===== src/rtl/alu_ctrl_pkg.sv =====
// Shared constants for the add/sub sequencing controller: opcodes, adder op
// encodings and the controller state enum.
package alu_ctrl_pkg;

  localparam logic [2:0] OP_ADD = 3'b000;
  localparam logic [2:0] OP_ADC = 3'b001;
  localparam logic [2:0] OP_SUB = 3'b010;
  localparam logic [2:0] OP_SBC = 3'b011;
  localparam logic [2:0] OP_MUL = 3'b100;

  typedef enum logic [1:0] {
    EN_ADD = 2'b00,
    EN_ADC = 2'b01,
    EN_SUB = 2'b10,
    EN_SBC = 2'b11
  } addsub_en_e;

  typedef enum logic [2:0] {
    S_IDLE,
    S_EXEC,
    S_SETUP,
    S_STEP,
    S_DONE
  } state_e;

endpackage


===== src/rtl/booth_step.sv =====
// One radix-2 Booth step: overflow-corrected arithmetic right shift of
// {acc, q, q_1} after the adder has summed acc with the selected addend.
module booth_step #(
  parameter int WIDTH = 16
) (
  input  logic [WIDTH-1:0] q,
  input  logic [WIDTH-1:0] add_sum,
  input  logic             a_neg,
  input  logic             b_neg,
  output logic [WIDTH-1:0] acc_next,
  output logic [WIDTH-1:0] q_next,
  output logic             q_1_next
);

  logic ovf;

  // b_neg is the true sign of the addend, which differs from its MSB only
  // when the addend is -M for the most negative M (i.e. +2^(W-1)).
  assign ovf = (a_neg == b_neg) && (add_sum[WIDTH-1] != a_neg);

  assign {acc_next, q_next, q_1_next} = {add_sum[WIDTH-1] ^ ovf, add_sum, q};

endmodule


===== src/rtl/alu_seq_ctrl.sv =====
// Sequencing controller for the shared add/sub unit: single-cycle add/sub
// family and a W-step radix-2 Booth signed multiply on the external adder.
module alu_seq_ctrl
  import alu_ctrl_pkg::*;
#(
  parameter int WIDTH = 16
) (
  input  logic               clk,
  input  logic               rst,
  input  logic               start,
  input  logic [2:0]         opcode,
  input  logic [WIDTH-1:0]   a,
  input  logic [WIDTH-1:0]   b,
  output logic               busy,
  output logic               done,
  output logic [2*WIDTH-1:0] result,
  output logic               carry_flag,
  output logic               err,
  output logic               mux_addsub_mult_op,
  output logic [1:0]         addsub_unit_en,
  output logic               op_mult_in,
  output logic               cin,
  output logic [WIDTH-1:0]   add_a,
  output logic [WIDTH-1:0]   add_b,
  input  logic [WIDTH-1:0]   add_sum,
  input  logic               add_cout
);

  localparam int CW = (WIDTH > 1) ? $clog2(WIDTH) : 1;

  state_e             state_q, state_d;
  logic [2:0]         op_q, op_d;
  logic [WIDTH-1:0]   a_q, a_d;
  logic [WIDTH-1:0]   b_q, b_d;
  logic [WIDTH-1:0]   neg_m_q, neg_m_d;
  logic [WIDTH-1:0]   acc_q, acc_d;
  logic [WIDTH-1:0]   q_q, q_d;
  logic               q_1_q, q_1_d;
  logic [CW-1:0]      count_q, count_d;
  logic [2*WIDTH-1:0] result_q, result_d;
  logic               carry_q, carry_d;
  logic               err_q, err_d;

  addsub_en_e         en_sel;
  logic               b_neg;
  logic [WIDTH-1:0]   acc_nx, q_nx;
  logic               q_1_nx;

  booth_step #(.WIDTH(WIDTH)) u_booth_step (
    .q        (q_q),
    .add_sum  (add_sum),
    .a_neg    (acc_q[WIDTH-1]),
    .b_neg    (b_neg),
    .acc_next (acc_nx),
    .q_next   (q_nx),
    .q_1_next (q_1_nx)
  );

  // Adder operand and op-select drive, purely a function of the current state.
  always_comb begin
    // NOTE: every signal gets a default before the case so no latch is inferred.
    mux_addsub_mult_op = 1'b0;
    en_sel             = EN_ADD;
    add_a              = '0;
    add_b              = '0;
    b_neg              = 1'b0;
    unique case (state_q)
      S_EXEC: begin
        en_sel = addsub_en_e'(op_q[1:0]);
        add_a  = a_q;
        add_b  = b_q;
      end
      S_SETUP: begin
        en_sel = EN_SUB;
        add_b  = a_q;
      end
      S_STEP: begin
        mux_addsub_mult_op = 1'b1;
        add_a              = acc_q;
        unique case ({q_q[0], q_1_q})
          2'b01: begin
            add_b = a_q;
            b_neg = a_q[WIDTH-1];
          end
          2'b10: begin
            add_b = neg_m_q;
            b_neg = ~a_q[WIDTH-1] & (|a_q);
          end
          default: ;
        endcase
      end
      default: ;
    endcase
  end

  always_comb begin
    state_d  = state_q;
    op_d     = op_q;
    a_d      = a_q;
    b_d      = b_q;
    neg_m_d  = neg_m_q;
    acc_d    = acc_q;
    q_d      = q_q;
    q_1_d    = q_1_q;
    count_d  = count_q;
    result_d = result_q;
    carry_d  = carry_q;
    err_d    = err_q;
    unique case (state_q)
      S_IDLE: begin
        if (start) begin
          op_d = opcode;
          a_d  = a;
          b_d  = b;
          if (!opcode[2]) begin
            state_d = S_EXEC;
          end else if (opcode == OP_MUL) begin
            state_d = S_SETUP;
          end else begin
            err_d   = 1'b1;
            state_d = S_DONE;
          end
        end
      end
      S_EXEC: begin
        result_d = {{WIDTH{1'b0}}, add_sum};
        carry_d  = op_q[1] ? ~add_cout : add_cout;
        err_d    = 1'b0;
        state_d  = S_DONE;
      end
      S_SETUP: begin
        neg_m_d = add_sum;
        acc_d   = '0;
        q_d     = b_q;
        q_1_d   = 1'b0;
        count_d = '0;
        state_d = S_STEP;
      end
      S_STEP: begin
        acc_d   = acc_nx;
        q_d     = q_nx;
        q_1_d   = q_1_nx;
        count_d = count_q + 1'b1;
        if (count_q == CW'(WIDTH - 1)) begin
          result_d = {acc_nx, q_nx};
          err_d    = 1'b0;
          state_d  = S_DONE;
        end
      end
      S_DONE:  state_d = S_IDLE;
      default: state_d = S_IDLE;
    endcase
  end

  always_ff @(posedge clk) begin
    // NOTE: state updates use non-blocking assignments; reset is synchronous.
    if (rst) begin
      state_q  <= S_IDLE;
      op_q     <= '0;
      a_q      <= '0;
      b_q      <= '0;
      neg_m_q  <= '0;
      acc_q    <= '0;
      q_q      <= '0;
      q_1_q    <= 1'b0;
      count_q  <= '0;
      result_q <= '0;
      carry_q  <= 1'b0;
      err_q    <= 1'b0;
    end else begin
      state_q  <= state_d;
      op_q     <= op_d;
      a_q      <= a_d;
      b_q      <= b_d;
      neg_m_q  <= neg_m_d;
      acc_q    <= acc_d;
      q_q      <= q_d;
      q_1_q    <= q_1_d;
      count_q  <= count_d;
      result_q <= result_d;
      carry_q  <= carry_d;
      err_q    <= err_d;
    end
  end

  assign busy           = (state_q != S_IDLE);
  assign done           = (state_q == S_DONE);
  assign result         = result_q;
  assign carry_flag     = carry_q;
  assign err            = err_q;
  assign cin            = carry_q;
  assign op_mult_in     = 1'b0;
  assign addsub_unit_en = en_sel;

endmodule


===== config.mk =====
export PLATFORM = sky130hd
export DESIGN_NAME = alu_seq_ctrl
export DESIGN_NICKNAME = d
export VERILOG_FILES = /design/src/rtl/alu_ctrl_pkg.sv /design/src/rtl/booth_step.sv /design/src/rtl/alu_seq_ctrl.sv
export SDC_FILE = /design/constraint.sdc
export NUM_CORES = 1
export LEC_CHECK = 0
export CAP_MARGIN = 20
export CORE_MARGIN = 2
export CORE_UTILIZATION = 55
export DETAILED_ROUTE_END_ITERATION = 10
export PLACE_DENSITY = 0.94
export RECOVER_POWER = 25
export SLEW_MARGIN = 20
export SYNTH_ARGS = -nofsm -noshare
export SYNTH_HDL_FRONTEND = slang
export SYNTH_HIERARCHICAL = 1
export SYNTH_SLANG_ARGS = --single-unit

===== constraint.sdc =====
create_clock -name clk -period 5.35 [get_ports clk]
set_input_delay 0.535 -clock clk [delete_from_list [all_inputs] [get_ports clk]]
set_output_delay 0.535 -clock clk [all_outputs]
set_load 0.02 [all_outputs]

==> flow_results.xml, run 1 <==
<?xml version="1.0" encoding="UTF-8"?>
<metrics>
  <group name="die">
    <metric name="die_height" unit="µm">108.5</metric>
    <metric name="core_area" unit="mm²">0.01075</metric>
    <metric name="ioPinCount" unit="">128</metric>
    <metric name="rows" unit="">38</metric>
    <metric name="start_util" unit="%">55.93</metric>
    <metric name="chipWidth" unit="µm">108.5</metric>
    <metric name="die-area" unit="mm²">0.01178</metric>
  </group>
  <group name="timing">
    <metric name="timing_hold_violations_final" unit="">0</metric>
    <metric name="setup-violations-final" unit="">0</metric>
    <metric name="timing.final.crit_share" unit="%">70.43</metric>
    <metric name="setup_slack_of_the_critical_path_after_layout" unit="ns">1.582</metric>
    <metric name="fin_setup_tns" unit="ns">0</metric>
    <metric name="max_clock_freq" unit="MHz">265.4</metric>
    <metric name="unrepaired_setup_endpoints_after_global_routing" unit="">false</metric>
    <metric name="maxSlewHeadroom" unit="%">-39.54</metric>
    <metric name="period_needed" unit="ns">3.768</metric>
    <metric name="measured_slew_at_the_worst_slew_check_pin" unit="ns">2.085</metric>
    <metric name="report.final.slew_viol_count" unit="">51</metric>
    <metric name="timing.clock.skew" unit="ns">0.006971</metric>
  </group>
  <group name="global_route">
    <metric name="m3_gr_usage" unit="%">7.474</metric>
    <metric name="groute.usage.overall" unit="%">31.39</metric>
    <metric name="use_met1" unit="%">40.14</metric>
    <metric name="grt.overflow.total" unit="">0</metric>
    <metric name="grt.met2_usage" unit="%">49.11</metric>
    <metric name="maximum_number_of_pins_on_one_net_before_global_route_repair" unit="">87</metric>
    <metric name="grt_most_used_layer" unit="">met2</metric>
    <metric name="grt_pass1_vias" unit="">5388</metric>
    <metric name="grt_antenna_before_repair" unit="">0</metric>
    <metric name="grt_pass1_wl" unit="mm">28.17</metric>
  </group>
  <group name="clock_tree">
    <metric name="postCtsSetupRepairBufs" unit="">0</metric>
    <metric name="insertion_delay" unit="ns">0.53</metric>
    <metric name="tritoncts_clock_tree" unit="">done</metric>
    <metric name="worst_path_clk_slew" unit="ns">0.06</metric>
    <metric name="numClockSinks" unit="">124</metric>
    <metric name="ctsHoldBuffers" unit="">0</metric>
    <metric name="cts_inserted_buffers" unit="">17</metric>
    <metric name="ctsRootBufferMaster" unit="">sky130_fd_sc_hd__clkbuf_8</metric>
    <metric name="post_cts_resized" unit="">0</metric>
    <metric name="htree_levels" unit="">4</metric>
    <metric name="clk_path_buf_depth" unit="">2</metric>
  </group>
  <group name="placed_design">
    <metric name="place_hpwl" unit="mm">12.50</metric>
    <metric name="dp_cells" unit="">897</metric>
    <metric name="place.port_buffers" unit="">126</metric>
    <metric name="gp_congestion" unit="">0.8974</metric>
    <metric name="pre_cts_ws" unit="ns">2.183</metric>
  </group>
  <group name="drt">
    <metric name="postRouteAntennaNets" unit="">0</metric>
    <metric name="drt_pre_antenna_iters" unit="">6</metric>
    <metric name="wire_per_inst" unit="µm">19.42</metric>
    <metric name="route.vias.total" unit="">5751</metric>
    <metric name="initial_drt_markers" unit="">747</metric>
    <metric name="finalWirelength" unit="mm">18.06</metric>
    <metric name="avgViaCountPerCell" unit="">6.184</metric>
    <metric name="remaining_drc_errors" unit="">0</metric>
  </group>
  <group name="outcome">
    <metric name="status" unit="">finished with violations</metric>
    <metric name="failed_checks" unit="">capacitance limit, slew limit</metric>
  </group>
  <group name="synthesis">
    <metric name="synthArstFlopShare" unit="%">0</metric>
    <metric name="number_of_flops_mapped_to_enable_cells_by_yosys" unit="">0</metric>
    <metric name="synth.ff_latch_count" unit="">124</metric>
    <metric name="synth-seq-area-share" unit="%">41.31</metric>
    <metric name="synth.avg_cell_area" unit="µm²">8.335</metric>
    <metric name="synth_top_flop_cell" unit="">sky130_fd_sc_hd__dfxtp_1</metric>
    <metric name="syn_inst" unit="">721</metric>
    <metric name="syn_area" unit="mm²">0.006010</metric>
    <metric name="yosysWarnings" unit="">6</metric>
    <metric name="mappedNetlistNets" unit="">780</metric>
    <metric name="synth.lib_cells_used.distinct" unit="">45</metric>
  </group>
  <group name="layout">
    <metric name="area.growth.synth_to_final" unit="%">25.03</metric>
    <metric name="nets" unit="">836</metric>
    <metric name="layout-drive-gt1-share" unit="%">6.709</metric>
    <metric name="final_cell_count_no_fill" unit="">930</metric>
    <metric name="final.fill_count" unit="">826</metric>
    <metric name="antenna-diode-count" unit="">0</metric>
  </group>
  <group name="worst_setup_path">
    <metric name="crit-reg2reg-capture" unit="">q_q[13]$_SDFFE_PP0P_</metric>
    <metric name="cp-start-kind" unit="">register</metric>
    <metric name="cp_data_arrival_time" unit="ns">3.23</metric>
    <metric name="worstSetupPathType" unit="">reg2out</metric>
    <metric name="regToRegSetupSlack" unit="ns">2.43</metric>
    <metric name="r2r.worst_path.cells" unit="">3</metric>
    <metric name="critical_path.endpoint_type" unit="">primary output</metric>
    <metric name="critical_path.reg2reg.startpoint" unit="">state_q[2]$_SDFFE_PP0P_</metric>
    <metric name="startpoint" unit="">state_q[2]$_SDFFE_PP0P_</metric>
    <metric name="cp_max_fo" unit="">37</metric>
    <metric name="worstPathRequired" unit="ns">4.82</metric>
    <metric name="timing.critical_path.to" unit="">add_a[7]</metric>
  </group>
  <group name="power_and_ir_drop">
    <metric name="cellLeakagePower" unit="nW">2.512</metric>
    <metric name="power.ir.vdd_worst" unit="V">0.0002194</metric>
    <metric name="pwr_density_cell" unit="mW/mm²">324.6</metric>
  </group>
  <group name="run">
    <metric name="timing.max_cap.violations" unit="">2</metric>
  </group>
  <group name="worst_hold_path">
    <metric name="hold_class" unit="">in2reg</metric>
  </group>
</metrics>
-- layout by cell type, fill, tap and decap left out, types with 2 or more instances in the layout --
cell type | netlist | final
sky130_fd_sc_hd__clkinvlp_4 | 0 | 6
sky130_fd_sc_hd__nor2_2 | 4 | 3
sky130_fd_sc_hd__bufinv_16 | 0 | 3
sky130_fd_sc_hd__buf_4 | 42 | 6
sky130_fd_sc_hd__nor2_4 | 3 | 3
sky130_fd_sc_hd__o21ai_0 | 27 | 27
sky130_fd_sc_hd__a21oi_1 | 73 | 73
sky130_fd_sc_hd__clkbuf_16 | 0 | 16
sky130_fd_sc_hd__dfxtp_1 | 124 | 123
sky130_fd_sc_hd__nand2b_1 | 4 | 3
sky130_fd_sc_hd__a22oi_1 | 65 | 65
sky130_fd_sc_hd__mux2i_1 | 32 | 32
sky130_fd_sc_hd__nand2_1 | 121 | 121
sky130_fd_sc_hd__nand3_1 | 3 | 3
sky130_fd_sc_hd__nor3b_1 | 17 | 17
sky130_fd_sc_hd__and2_1 | 3 | 2
sky130_fd_sc_hd__inv_1 | 6 | 6
sky130_fd_sc_hd__o21ai_1 | 7 | 7
sky130_fd_sc_hd__a211oi_1 | 18 | 18
sky130_fd_sc_hd__clkdlybuf4s50_1 | 0 | 104
sky130_fd_sc_hd__nor3_1 | 3 | 4
sky130_fd_sc_hd__dlygate4sd3_1 | 0 | 21
sky130_fd_sc_hd__clkbuf_8 | 0 | 3
sky130_fd_sc_hd__clkinv_4 | 0 | 2
sky130_fd_sc_hd__nor2_1 | 56 | 57
sky130_fd_sc_hd__nand3b_1 | 15 | 15
sky130_fd_sc_hd__ha_1 | 4 | 4
sky130_fd_sc_hd__nor2b_1 | 2 | 2
sky130_fd_sc_hd__nor4_1 | 4 | 4
sky130_fd_sc_hd__a221oi_1 | 16 | 16
-- flip-flops by register name (all words and copies together), names as in the netlist --
name        count
q_q            16
state_q         3
op_q            2
count_q         4
err             1
neg_m_q        16
result         32
q_1_q           1
acc_q          16
a_q            16
b_q            16
carry_flag      1
-- per-layer routing --
metal	up-vias	share of wire, %
met5	-	0
met4	0	5.1
met3	67	10
met2	371	46
met1	2680	39
li1	2633	-
-- power by group --
group / internal (mW) / switching, mW / leakage [nW] / total, mW
clock network: 0.735 / 0.434 / 0.279 / 1.17
registers: 0.959 / 0.0491 / 1.01 / 1.01
logic: 0.115 / 0.146 / 1.23 / 0.261
total: 1.81 / 0.630 / 2.51 / 2.44
-- worst min path at each step --
stage | startpoint | endpoint | slack (ns) | cells past startpoint
after floorplan | op_q[0]$_SDFFE_PP0P_ | op_q[0]$_SDFFE_PP0P_ | 0.43 | 2
after global placement | op_q[0]$_SDFFE_PP0P_ | op_q[0]$_SDFFE_PP0P_ | 0.44 | 2
after detailed placement | neg_m_q[5]$_SDFFE_PP0N_ | neg_m_q[5]$_SDFFE_PP0N_ | 0.45 | 2
after CTS | rst | acc_q[0]$_SDFFE_PP0P_ | 0.40 | 2
after global routing | rst | acc_q[0]$_SDFFE_PP0P_ | 0.41 | 2
final | rst | acc_q[0]$_SDFFE_PP0P_ | 0.40 | 2
-- layout make-up --
cell class | count | area, µm² | area share (%)
Sequential cell | 124 | 2484 | 33.06
Clock inverter | 13 | 166.4 | 2.215
Tap cell | 140 | 175.2 | 2.331
Clock buffer | 19 | 441.7 | 5.878
Multi-Input combinational cell | 495 | 2909 | 38.72
Timing Repair Buffer | 132 | 1311 | 17.45
Inverter | 7 | 26.28 | 0.3497
-- per-stage QoR --
stage               cell area [µm²]  util [%]  total power, mW  hold WS, ns
floorplan                      6010         -            1.183       0.4317
global placement               6897     64.18            1.273       0.4399
detailed placement             6897     64.18            1.281       0.4515
CTS                            7505     69.84            2.430       0.4020
global route                   7513     69.92            2.502       0.4136
finish                         7513     69.92            2.439       0.4047
-- Yosys cell counts, types with 4 or more instances --
cell type	count	area share (%)
sky130_fd_sc_hd__dfxtp_1	124	41
sky130_fd_sc_hd__a22oi_1	65	8.1
sky130_fd_sc_hd__mux2i_1	32	5.3
sky130_fd_sc_hd__o21ai_0	27	2.2
sky130_fd_sc_hd__buf_6	6	1.1
sky130_fd_sc_hd__nor3b_1	17	2.1
sky130_fd_sc_hd__a21oi_1	73	6.1
sky130_fd_sc_hd__a211oi_1	18	2.2
sky130_fd_sc_hd__clkbuf_1	22	1.4
sky130_fd_sc_hd__nand2_1	121	7.6
sky130_fd_sc_hd__nor2_2	4	0.42
sky130_fd_sc_hd__ha_1	4	0.83
sky130_fd_sc_hd__o21ai_1	7	0.58
sky130_fd_sc_hd__a221oi_1	16	2.3
sky130_fd_sc_hd__buf_4	42	5.2
sky130_fd_sc_hd__inv_1	6	0.37
sky130_fd_sc_hd__nand2b_1	4	0.42
sky130_fd_sc_hd__nor2_1	56	3.5
sky130_fd_sc_hd__nand3b_1	15	1.9
sky130_fd_sc_hd__buf_2	23	1.9
sky130_fd_sc_hd__nor4_1	4	0.42
-- critical path, cell delays in order, from the launching register on --
cell,delay (ns)
sky130_fd_sc_hd__dfxtp_1,0.89
sky130_fd_sc_hd__nand2b_2,0.65
sky130_fd_sc_hd__buf_4,0.46
sky130_fd_sc_hd__nor2_1,0.11
sky130_fd_sc_hd__clkdlybuf4s50_1,0.57
-- cells by family (layout without fill, tap and decap cells) --
kind of cell             Yosys count  count (layout)  synth area share (%)
flip-flops                       124             124                 41.31
AND/OR/NAND/NOR                  243             243                 19.36
AO/OA/AOI/OAI                    213             213                 22.55
other                              1               1               0.06240
multiplexers                      32              32                 5.330
adder cells (fa/ha/maj)            5               5                 1.020
buffers and inverters            102             171                 10.22
XOR/XNOR                           1               1                0.1458
Power figures use the tool's default switching activity.
==> inputs of run 2 (changes only) <==
--- a/config.mk
+++ b/config.mk
@@ -7,9 +7,9 @@
 export LEC_CHECK = 0
 export CAP_MARGIN = 20
 export CORE_MARGIN = 2
-export CORE_UTILIZATION = 55
+export CORE_UTILIZATION = 51
 export DETAILED_ROUTE_END_ITERATION = 10
-export PLACE_DENSITY = 0.94
+export PLACE_DENSITY = 0.89
 export RECOVER_POWER = 25
 export SLEW_MARGIN = 20
 export SYNTH_ARGS = -nofsm -noshare
==> constraint.sdc (replaced) <==
create_clock -name clk -period 3.6 [get_ports clk]
set_input_delay 0.36 -clock clk [delete_from_list [all_inputs] [get_ports clk]]
set_output_delay 0.36 -clock clk [all_outputs]
set_load 0.02 [all_outputs]
==> run 2 against run 1 <==
  * The flow now finishes without violations
  * Global-route usage shrank 3.0 points
  * Wire length grew 0.80%
  * Setup slack lost 1.4 ns
  * Sequential power up 49%
  * First-iteration DRC count is 2.7% lower
  * Clock skew hardly changed
  * Utilization down 4.3 points
  * Power grew 48%
  * Critical path type unchanged
  * Highest routed layer unchanged
==> flow_results.xml, run 2 (synthesis results as in run 1) <==
<?xml version="1.0" encoding="UTF-8"?>
<metrics>
  <group name="drt">
    <metric name="remaining_drc_errors" unit="">0</metric>
    <metric name="avgViaCountPerCell" unit="">6.152</metric>
    <metric name="finalWirelength" unit="mm">18.20</metric>
    <metric name="drt_pre_antenna_iters" unit="">7</metric>
    <metric name="postRouteAntennaNets" unit="">0</metric>
    <metric name="initial_drt_markers" unit="">727</metric>
    <metric name="route.vias.total" unit="">5764</metric>
    <metric name="wire_per_inst" unit="µm">19.43</metric>
  </group>
  <group name="power_and_ir_drop">
    <metric name="switching_power" unit="mW">0.8871</metric>
    <metric name="cellInternalPower" unit="mW">2.728</metric>
    <metric name="share_of_total_power_in_combinational_logic" unit="%">10.8</metric>
    <metric name="pwr_density_cell" unit="mW/mm²">480.1</metric>
    <metric name="power.ir.vdd_worst" unit="V">0.0002790</metric>
    <metric name="cellLeakagePower" unit="nW">2.597</metric>
    <metric name="sequential_group_share_of_total_power" unit="%">41.5</metric>
    <metric name="sw_frac_of_total" unit="%">24.54</metric>
    <metric name="power.share.clock" unit="%">47.7</metric>
  </group>
  <group name="die">
    <metric name="core_area" unit="mm²">0.01147</metric>
    <metric name="rows" unit="">39</metric>
    <metric name="ioPinCount" unit="">128</metric>
    <metric name="chipWidth" unit="µm">112.6</metric>
    <metric name="die_height" unit="µm">112.6</metric>
    <metric name="die-area" unit="mm²">0.01267</metric>
    <metric name="start_util" unit="%">52.41</metric>
  </group>
  <group name="timing">
    <metric name="report.final.slew_viol_count" unit="">0</metric>
    <metric name="maxSlewHeadroom" unit="%">36.46</metric>
    <metric name="setup-violations-final" unit="">0</metric>
    <metric name="max_clock_freq" unit="MHz">296.6</metric>
    <metric name="measured_slew_at_the_worst_slew_check_pin" unit="ns">0.9531</metric>
    <metric name="setup_slack_of_the_critical_path_after_layout" unit="ns">0.2290</metric>
    <metric name="timing.clock.skew" unit="ns">0.006745</metric>
    <metric name="unrepaired_setup_endpoints_after_global_routing" unit="">false</metric>
    <metric name="timing_hold_violations_final" unit="">0</metric>
    <metric name="timing.final.crit_share" unit="%">93.64</metric>
    <metric name="fin_setup_tns" unit="ns">0</metric>
    <metric name="period_needed" unit="ns">3.371</metric>
  </group>
  <group name="placed_design">
    <metric name="gp_congestion" unit="">0.9166</metric>
    <metric name="place.port_buffers" unit="">126</metric>
    <metric name="place_hpwl" unit="mm">12.24</metric>
    <metric name="pre_cts_ws" unit="ns">0.7702</metric>
  </group>
  <group name="worst_setup_path">
    <metric name="crit-reg2reg-capture" unit="">acc_q[15]$_SDFFE_PP0P_</metric>
    <metric name="worstSetupPathType" unit="">reg2out</metric>
    <metric name="worstPathRequired" unit="ns">3.24</metric>
    <metric name="cp_data_arrival_time" unit="ns">3.01</metric>
    <metric name="cp_max_fo" unit="">27</metric>
    <metric name="regToRegSetupSlack" unit="ns">0.86</metric>
    <metric name="critical_path.endpoint_type" unit="">primary output</metric>
    <metric name="r2r.worst_path.cells" unit="">7</metric>
    <metric name="cp-start-kind" unit="">register</metric>
    <metric name="critical_path.reg2reg.startpoint" unit="">state_q[2]$_SDFFE_PP0P_</metric>
  </group>
  <group name="clock_tree">
    <metric name="ctsHoldBuffers" unit="">0</metric>
    <metric name="htree_levels" unit="">4</metric>
    <metric name="numClockSinks" unit="">124</metric>
    <metric name="clk_path_buf_depth" unit="">2</metric>
    <metric name="tritoncts_clock_tree" unit="">done</metric>
    <metric name="postCtsSetupRepairBufs" unit="">0</metric>
    <metric name="post_cts_resized" unit="">0</metric>
    <metric name="worst_path_clk_slew" unit="ns">0.06</metric>
    <metric name="insertion_delay" unit="ns">0.42</metric>
    <metric name="cts_inserted_buffers" unit="">17</metric>
    <metric name="ctsRootBufferMaster" unit="">sky130_fd_sc_hd__clkbuf_16</metric>
  </group>
  <group name="worst_hold_path">
    <metric name="hp-start" unit="">rst</metric>
    <metric name="whs_endpoint" unit="">acc_q[3]$_SDFFE_PP0P_</metric>
    <metric name="hold_critical_path_depth" unit="">2</metric>
    <metric name="hold_class" unit="">in2reg</metric>
  </group>
  <group name="global_route">
    <metric name="maximum_number_of_pins_on_one_net_before_global_route_repair" unit="">49</metric>
    <metric name="grt.overflow.total" unit="">0</metric>
    <metric name="grt_pass1_wl" unit="mm">28.23</metric>
    <metric name="groute.usage.overall" unit="%">28.38</metric>
    <metric name="grt_pass1_vias" unit="">5235</metric>
    <metric name="grt_antenna_before_repair" unit="">0</metric>
  </group>
  <group name="layout">
    <metric name="nets" unit="">841</metric>
    <metric name="layout.cells.most_common_list" unit="">sky130_fd_sc_hd__dfxtp_1 (123), sky130_fd_sc_hd__nand2_1 (121), sky130_fd_sc_hd__clkdlybuf4s50_1 (90)</metric>
    <metric name="largest_register_ff_count" unit="">32</metric>
    <metric name="layout-drive-gt1-share" unit="%">6.549</metric>
    <metric name="mostFrequentLayoutCell" unit="">sky130_fd_sc_hd__dfxtp_1</metric>
    <metric name="antenna-diode-count" unit="">0</metric>
    <metric name="area.growth.synth_to_final" unit="%">25.30</metric>
  </group>
  <group name="outcome">
    <metric name="status" unit="">finished, final reports clean</metric>
  </group>
  <group name="run">
    <metric name="timing.max_cap.violations" unit="">0</metric>
  </group>
</metrics>
## run 2: how the worst max path moves through the flow
stage	from	to	slack, ns
3_3_place_gp	state_q[2]$_SDFFE_PP0P_	add_b[12]	0.86
4_1_cts	state_q[2]$_SDFFE_PP0P_	add_b[10]	0.28
6_report	state_q[2]$_SDFFE_PP0P_	add_b[10]	0.23
5_1_grt	state_q[2]$_SDFFE_PP0P_	add_b[1]	0.14
2_1_floorplan	q_q[0]$_SDFFE_PP0P_	add_b[2]	1.62
3_5_place_dp	state_q[2]$_SDFFE_PP0P_	add_b[10]	0.77
## run 2: stage by stage
stage	utilization (%)	instance area [µm²]	total power, mW	hold slack, ns	instances
CTS	65.80	7546	3.611	0.3811	937
floorplan	-	6010	1.758	0.4317	721
finish	65.66	7530	3.615	0.3825	937
detailed placement	60.63	6953	1.909	0.4500	906
global route	65.66	7530	3.707	0.4007	937
global placement	60.50	6938	1.903	0.4394	905
## run 2: worst max-delay path, cell delays in order (launching register included)
cell	delay, ns
sky130_fd_sc_hd__dfxtp_1	0.60
sky130_fd_sc_hd__nand3b_4	0.36
sky130_fd_sc_hd__nor3b_4	0.62
sky130_fd_sc_hd__a22oi_1	0.18
sky130_fd_sc_hd__o21ai_0	0.14
sky130_fd_sc_hd__clkdlybuf4s50_1	0.68
## run 2: cell type report
class                   instances  area, µm²
multi-input cells             495       2910
fillers                       891       3938
clock inverters                 8      115.1
well taps                     143      178.9
clock buffers                  23      478.0
repair buffers                137       1338
flip-flops and latches        124       2484
inverters                       7      26.28
## run 2: power groups by stage
stage	Combinational, mW	Sequential [mW]	Clock [mW]
floorplan	0.258	1.50	0
global placement	0.381	1.52	0
detailed placement	0.386	1.52	0
global route	0.421	1.50	1.78
CTS	0.392	1.50	1.72
finish	0.391	1.50	1.72
## run 2: per-layer routing
metal	vias to the layer above	share of wire [%]	global-route usage [%]
met5	-	0	0
met2	396	44	42.08
met4	0	4.9	15.37
li1	2640	-	-
met3	59	11	7.451
met1	2669	40	37.77
